--- src/rtl/buttons_debounce_wb.sv ---
// Wishbone slave reporting debounced push-button state plus sticky press/release
// event flags that clear when read. Buttons are active-low; all logic is on clk.
module buttons_debounce_wb #(
  parameter int unsigned N_BTN      = 2,
  parameter int unsigned DEBOUNCE_W = 16
) (
  input  logic             clk,
  input  logic             reset,
  input  logic [N_BTN-1:0] btn,
  input  logic             wb_cyc,
  input  logic             wb_we,
  output logic [31:0]      wb_rdata,
  output logic             wb_ack
);

  localparam logic [DEBOUNCE_W-1:0] CntMax = '1;

  logic [N_BTN-1:0] sync1_q, sync2_q;
  logic [N_BTN-1:0] stable_q, stable_d;
  logic [N_BTN-1:0] press_evt_q, press_evt_d;
  logic [N_BTN-1:0] release_evt_q, release_evt_d;
  logic [N_BTN-1:0] press_set, release_set;
  logic             ack_q, ack_d;
  logic [31:0]      rdata_q, rdata_d;
  logic [31:0]      rd_word;
  logic             rd_take;

  // Two-flop synchroniser; released (all ones) out of reset.
  always_ff @(posedge clk) begin
    if (reset) begin
      sync1_q <= '1;
      sync2_q <= '1;
    end else begin
      sync1_q <= btn;
      sync2_q <= sync1_q;
    end
  end

  for (genvar i = 0; i < N_BTN; i++) begin : g_debounce
    logic [DEBOUNCE_W-1:0] cnt_q, cnt_d;

    // Any sample that agrees with the accepted level restarts the stability count.
    always_comb begin
      cnt_d       = cnt_q;
      stable_d[i] = stable_q[i];
      if (sync2_q[i] == stable_q[i]) begin
        cnt_d = '0;
      end else if (cnt_q == CntMax) begin
        stable_d[i] = sync2_q[i];
        cnt_d       = '0;
      end else begin
        cnt_d = cnt_q + 1'b1;
      end
    end

    always_ff @(posedge clk) begin
      if (reset) begin
        cnt_q       <= '0;
        stable_q[i] <= 1'b1;
      end else begin
        cnt_q       <= cnt_d;
        stable_q[i] <= stable_d[i];
      end
    end
  end

  assign press_set   = stable_q & ~stable_d;
  assign release_set = ~stable_q & stable_d;

  // A read is taken on the edge that raises ack; that edge loads rdata and clears events.
  assign rd_take = wb_cyc & ~ack_q & ~wb_we;

  always_comb begin
    rd_word                 = '0;
    rd_word[N_BTN-1:0]      = ~stable_q;
    rd_word[8 +: N_BTN]     = press_evt_q;
    rd_word[16 +: N_BTN]    = release_evt_q;
  end

  // A new event landing on the clearing edge survives for the next read.
  always_comb begin
    press_evt_d   = (rd_take ? '0 : press_evt_q) | press_set;
    release_evt_d = (rd_take ? '0 : release_evt_q) | release_set;
    ack_d         = wb_cyc & ~ack_q;
    rdata_d       = rd_take ? rd_word : 32'h0;
  end

  always_ff @(posedge clk) begin
    if (reset) begin
      press_evt_q   <= '0;
      release_evt_q <= '0;
      ack_q         <= 1'b0;
      rdata_q       <= 32'h0;
    end else begin
      press_evt_q   <= press_evt_d;
      release_evt_q <= release_evt_d;
      ack_q         <= ack_d;
      rdata_q       <= rdata_d;
    end
  end

  assign wb_ack   = ack_q;
  assign wb_rdata = rdata_q;

endmodule

--- config.mk ---
export PLATFORM = sky130hd
export DESIGN_NAME = buttons_debounce_wb
export DESIGN_NICKNAME = d
export VERILOG_FILES = /design/src/rtl/buttons_debounce_wb.sv
export SDC_FILE = /design/constraint.sdc
export NUM_CORES = 1
export LEC_CHECK = 0
export BUFFER_PORTS_ARGS = -buffer_cell sky130_fd_sc_hd__buf_2
export CAP_MARGIN = 10
export CORE_UTILIZATION = 54
export CTS_CLUSTER_SIZE = 24
export DETAILED_ROUTE_END_ITERATION = 7
export PLACE_DENSITY = 0.78
export SLEW_MARGIN = 20
export SYNTH_ARGS = -nofsm -noshare
export SYNTH_HDL_FRONTEND = slang
export SYNTH_SLANG_ARGS = --single-unit
--- constraint.sdc ---
create_clock -name clk -period 2.2 [get_ports clk]
set_clock_uncertainty 0.2 [all_clocks]
set_input_delay 0.11 -clock clk [delete_from_list [all_inputs] [get_ports clk]]
set_output_delay 0.11 -clock clk [all_outputs]
set_load 0.005 [all_outputs]
==> results by group <==
Worst setup path
  – Critical path arrival: about 2100 ps
  – Critical-path cell list: ha_1 -> nand3_2 -> or4_4 -> or2_4 -> and3_1
  – Worst R2R Path Depth: 5
  – WP data required: between 2000 and 2500 ps
  – Nature of the critical path endpoint: flip-flop
  – CP Launch Type: flip-flop
  – Crit path kind: flip-flop to flip-flop
  – CP peak stage delay: between 500 and 600 ps
  – Buf/Inv on CP: 0
  – Crit-path max FO: 5
  – CP top delay family: simple AND/OR/NAND/NOR gates
  – Slowest-stage cell, CP: or4_4
  – Critical Path Stages: 5

Die
  – Ports: 39
  – Die Area: 0.004204 mm^2
  – Die W: approximately 65 um
  – Starting Density: a little under three fifths
  – Core outline area: 0.003716 mm^2
  – Die H: 64.84 um
  – Row Count: 22

Min path
  – Hold path cells: 3
  – Worst Hold Class: input port to flip-flop

Detailed routing
  – Final WL: 3007 um
  – Remaining antenna violation count after routing: 0
  – DRT Pass-1 Iters: 4
  – WL/cell: 9.859 um
  – Via/cell ratio: 4.790
  – DRT iter0 DRCs: between 80 and 90
  – DRC: 0
  – Via count: 1461

Global routing
  – Total track usage: 15.42%
  – Met1 Track Usage GR: 17.12%
  – Largest net degree at the start of global routing: 20
  – Met2 Track Usage GR: around 27%
  – Grt total ovfl: 0
  – Initial antenna violation count: 0
  – Wire length of the first global-routing pass: 4981 um
  – Met3 GRT Util: 4.754%
  – Vias in the first global route: 1203
  – Most used routing layer: met2

Pwr
  – P_sw: 0.0003371 W
  – Pwr dens: 644.9 mW/mm^2
  – Clock Power Share: 36.2%
  – Worst IR drop on VDD: ~0.52 mV
  – Leak pwr: 0.8228 nW
  – Reg power frac: 60.6%
  – Pint: 0.001140 W
  – Combinational Power Share: 3.2%
  – Net Sw Frac: ~23%

Placement
  – Routability cong.: approximately 0.76
  – HPWL Detailed: 2181 um
  – Number of port buffers: 12

Layout
  – Synthesis-to-finish area growth: 7.395%
  – Nets@finish: 264
  – Core Util, Final: 61.62%
  – Number of fillers in the final layout: about 340
  – FF/Latch Area: roughly 980 um^2
  – Ratio of cells with drive above 1 in the final layout: 13.62%
  – Diode count: 0
  – Multi-input gate area: 0.001011 mm^2

Clock tree
  – Clk_lat worst skew: approximately 310 ps
  – Clk slew on worst S/H paths: roughly 100 ps
  – Root buffer cell: clkbuf_8
  – Max clock buf depth: 2
  – Sinks on the clock net: 49
  – Post-CTS setup buffer count: 0
  – CTS tree: built
  – H-tree lvl count: 2
  – Number of CTS-inserted buffers: 5

Synth
  – Register area share after synthesis: 46.01%
  – Distinct cells, synth: 35
  – Synth area leaders: dfxtp_1 (46%), buf_4 (9.5%), xnor2_1 (8.2%), nor2_1 (7.7%), xor2_1 (2.9%)
  – Yosys reg bits: 49
  – Post-synth top area share: 46.01%
  – Post-Syn Area per Cell: 9.073 um^2
  – Async set-reset flop share out of synthesis: 0%
  – Post-synth EDFFs: 0
  – Post-synth top flop: dfxtp_1
  – Syn Std Cell Area: 0.002132 mm^2
  – Largest area contributor in the netlist: dfxtp_1
  – Syn Inst Count: 235
  – Warnings from Yosys: 0

Flow run
  – Max cap viols: 0

Timing
  – Final setup fails: 0
  – Final hold violation count: 0
  – RSZ-0062 raised after global routing: false
  – Slew Viols, Final: 0
  – Total negative slack: 0 ps
  – Fraction of the cycle the final worst path needs: 95.72%
  – Crit path time final: 2106 ps
  – Max Fclk: 474.9 MHz

Status
  – Status: finished clean
-- path summary, 6_finish.rpt --
path                               start                      to  slack [ps]
setup / recovery  g_debounce[1].cnt_q[0]  g_debounce[1].cnt_q[1]          90
hold / removal                     reset             stable_q[0]          20
hold reg to reg               sync1_q[0]              sync2_q[0]         220
setup reg to reg  g_debounce[1].cnt_q[0]  g_debounce[1].cnt_q[1]          90
-- power groups by stage --
stage | clock [W] | combinational [W] | sequential, W
global placement | 0 | 0.0000391 | 0.000915
global route | 0.000586 | 0.0000545 | 0.000895
detailed placement | 0 | 0.0000399 | 0.000915
finish | 0.000535 | 0.0000472 | 0.000895
CTS | 0.000554 | 0.0000467 | 0.000895
floorplan | 0 | 0.0000638 | 0.000915
-- flip-flops by register name, indices dropped and copies added, names as in the netlist --
register and flops:
g_debounce.cnt_q 32, press_evt_q 2, release_evt_q 2, stable_q 2, sync1_q 2, sync2_q 2, wb_ack 1, wb_rdata 6
-- Yosys cell counts, types with 2 or more instances --
master     n
dfxtp_1   49
nor2_1    44
buf_4     27
xnor2_1   20
nand2_1   14
nand3_1    8
nand4_1    8
xor2_1     7
nor3_1     6
nor4_1     6
inv_1      5
nand2b_1   5
and2_1     4
or2_2      4
a21o_1     2
and3_1     2
clkbuf_1   2
ha_1       2
mux2i_1    2
o31ai_1    2
o31ai_2    2
-- cell families after synthesis --
kind of cell / synth area share (%)
flops: 46.01
compound gates: 4.518
xor+xnor: 11.09
mux: 0.9390
simple gates: 25.12
fa+ha+maj: 1.174
buf+inv: 10.97
other cells: 0.1759
-- cell type report --
type	count	area share, %
multi-input cells	176	44.15
flip-flops and latches	49	42.84
repair buffers	19	5.464
clock buffers	5	3.005
well taps	48	2.623
clock inverters	3	1.093
inverters	5	0.8197
-- per-layer routing --
layer  vias to the layer above  routed length [um]
li1                        770                   -
met2                        33                1455
met3                         7                 128
met1                       651                1382
met5                         -                   0
met4                         0                  40
-- worst reg2reg max path, stage by stage (launching register included) --
cell,delay [ps]
dfxtp_1,410
ha_1,240
nand3_2,110
or4_4,570
or2_4,300
and3_1,180
-- per-stage QoR --
| stage | worst slack, ps | instances | hold WS, ps | instance area (um^2) | power, W |
|---|---|---|---|---|---|
| 2_1_floorplan | 210.3 | 260 | 13.81 | 2226 | 0.0009787 |
| 3_3_place_gp | 173.6 | 292 | 92.96 | 2146 | 0.0009541 |
| 3_5_place_dp | 113.2 | 292 | 96.68 | 2146 | 0.0009553 |
| 4_1_cts | 96.44 | 305 | 10.60 | 2290 | 0.001496 |
| 5_1_grt | 17.72 | 305 | 24.13 | 2290 | 0.001536 |
| 6_report | 94.07 | 305 | 15.89 | 2290 | 0.001477 |
-- what timing repair did --
action / 4_1_cts / 5_1_grt
endpoints found under the hold margin: 9 / 0
hold buffers: 5 / 0
resized for setup: 0 / 0
-- layout by cell type (no fill, tap or decap), types with 2 or more instances in the layout --
cell type / count
nand3_1: 8
nor3_1: 6
dfxtp_1: 49
nand2b_1: 5
or2_2: 4
nand4_1: 8
dlygate4sd3_1: 5
ha_1: 2
buf_4: 2
nand2_1: 14
clkbuf_8: 5
nor4_1: 6
a21o_1: 2
mux2i_1: 2
and3_1: 2
conb_1: 26
buf_2: 12
o31ai_1: 2
o31ai_2: 2
xor2_1: 7
and2_1: 4
xnor2_1: 20
nor2_1: 44
inv_1: 5
Power figures use the tool's default switching activity.
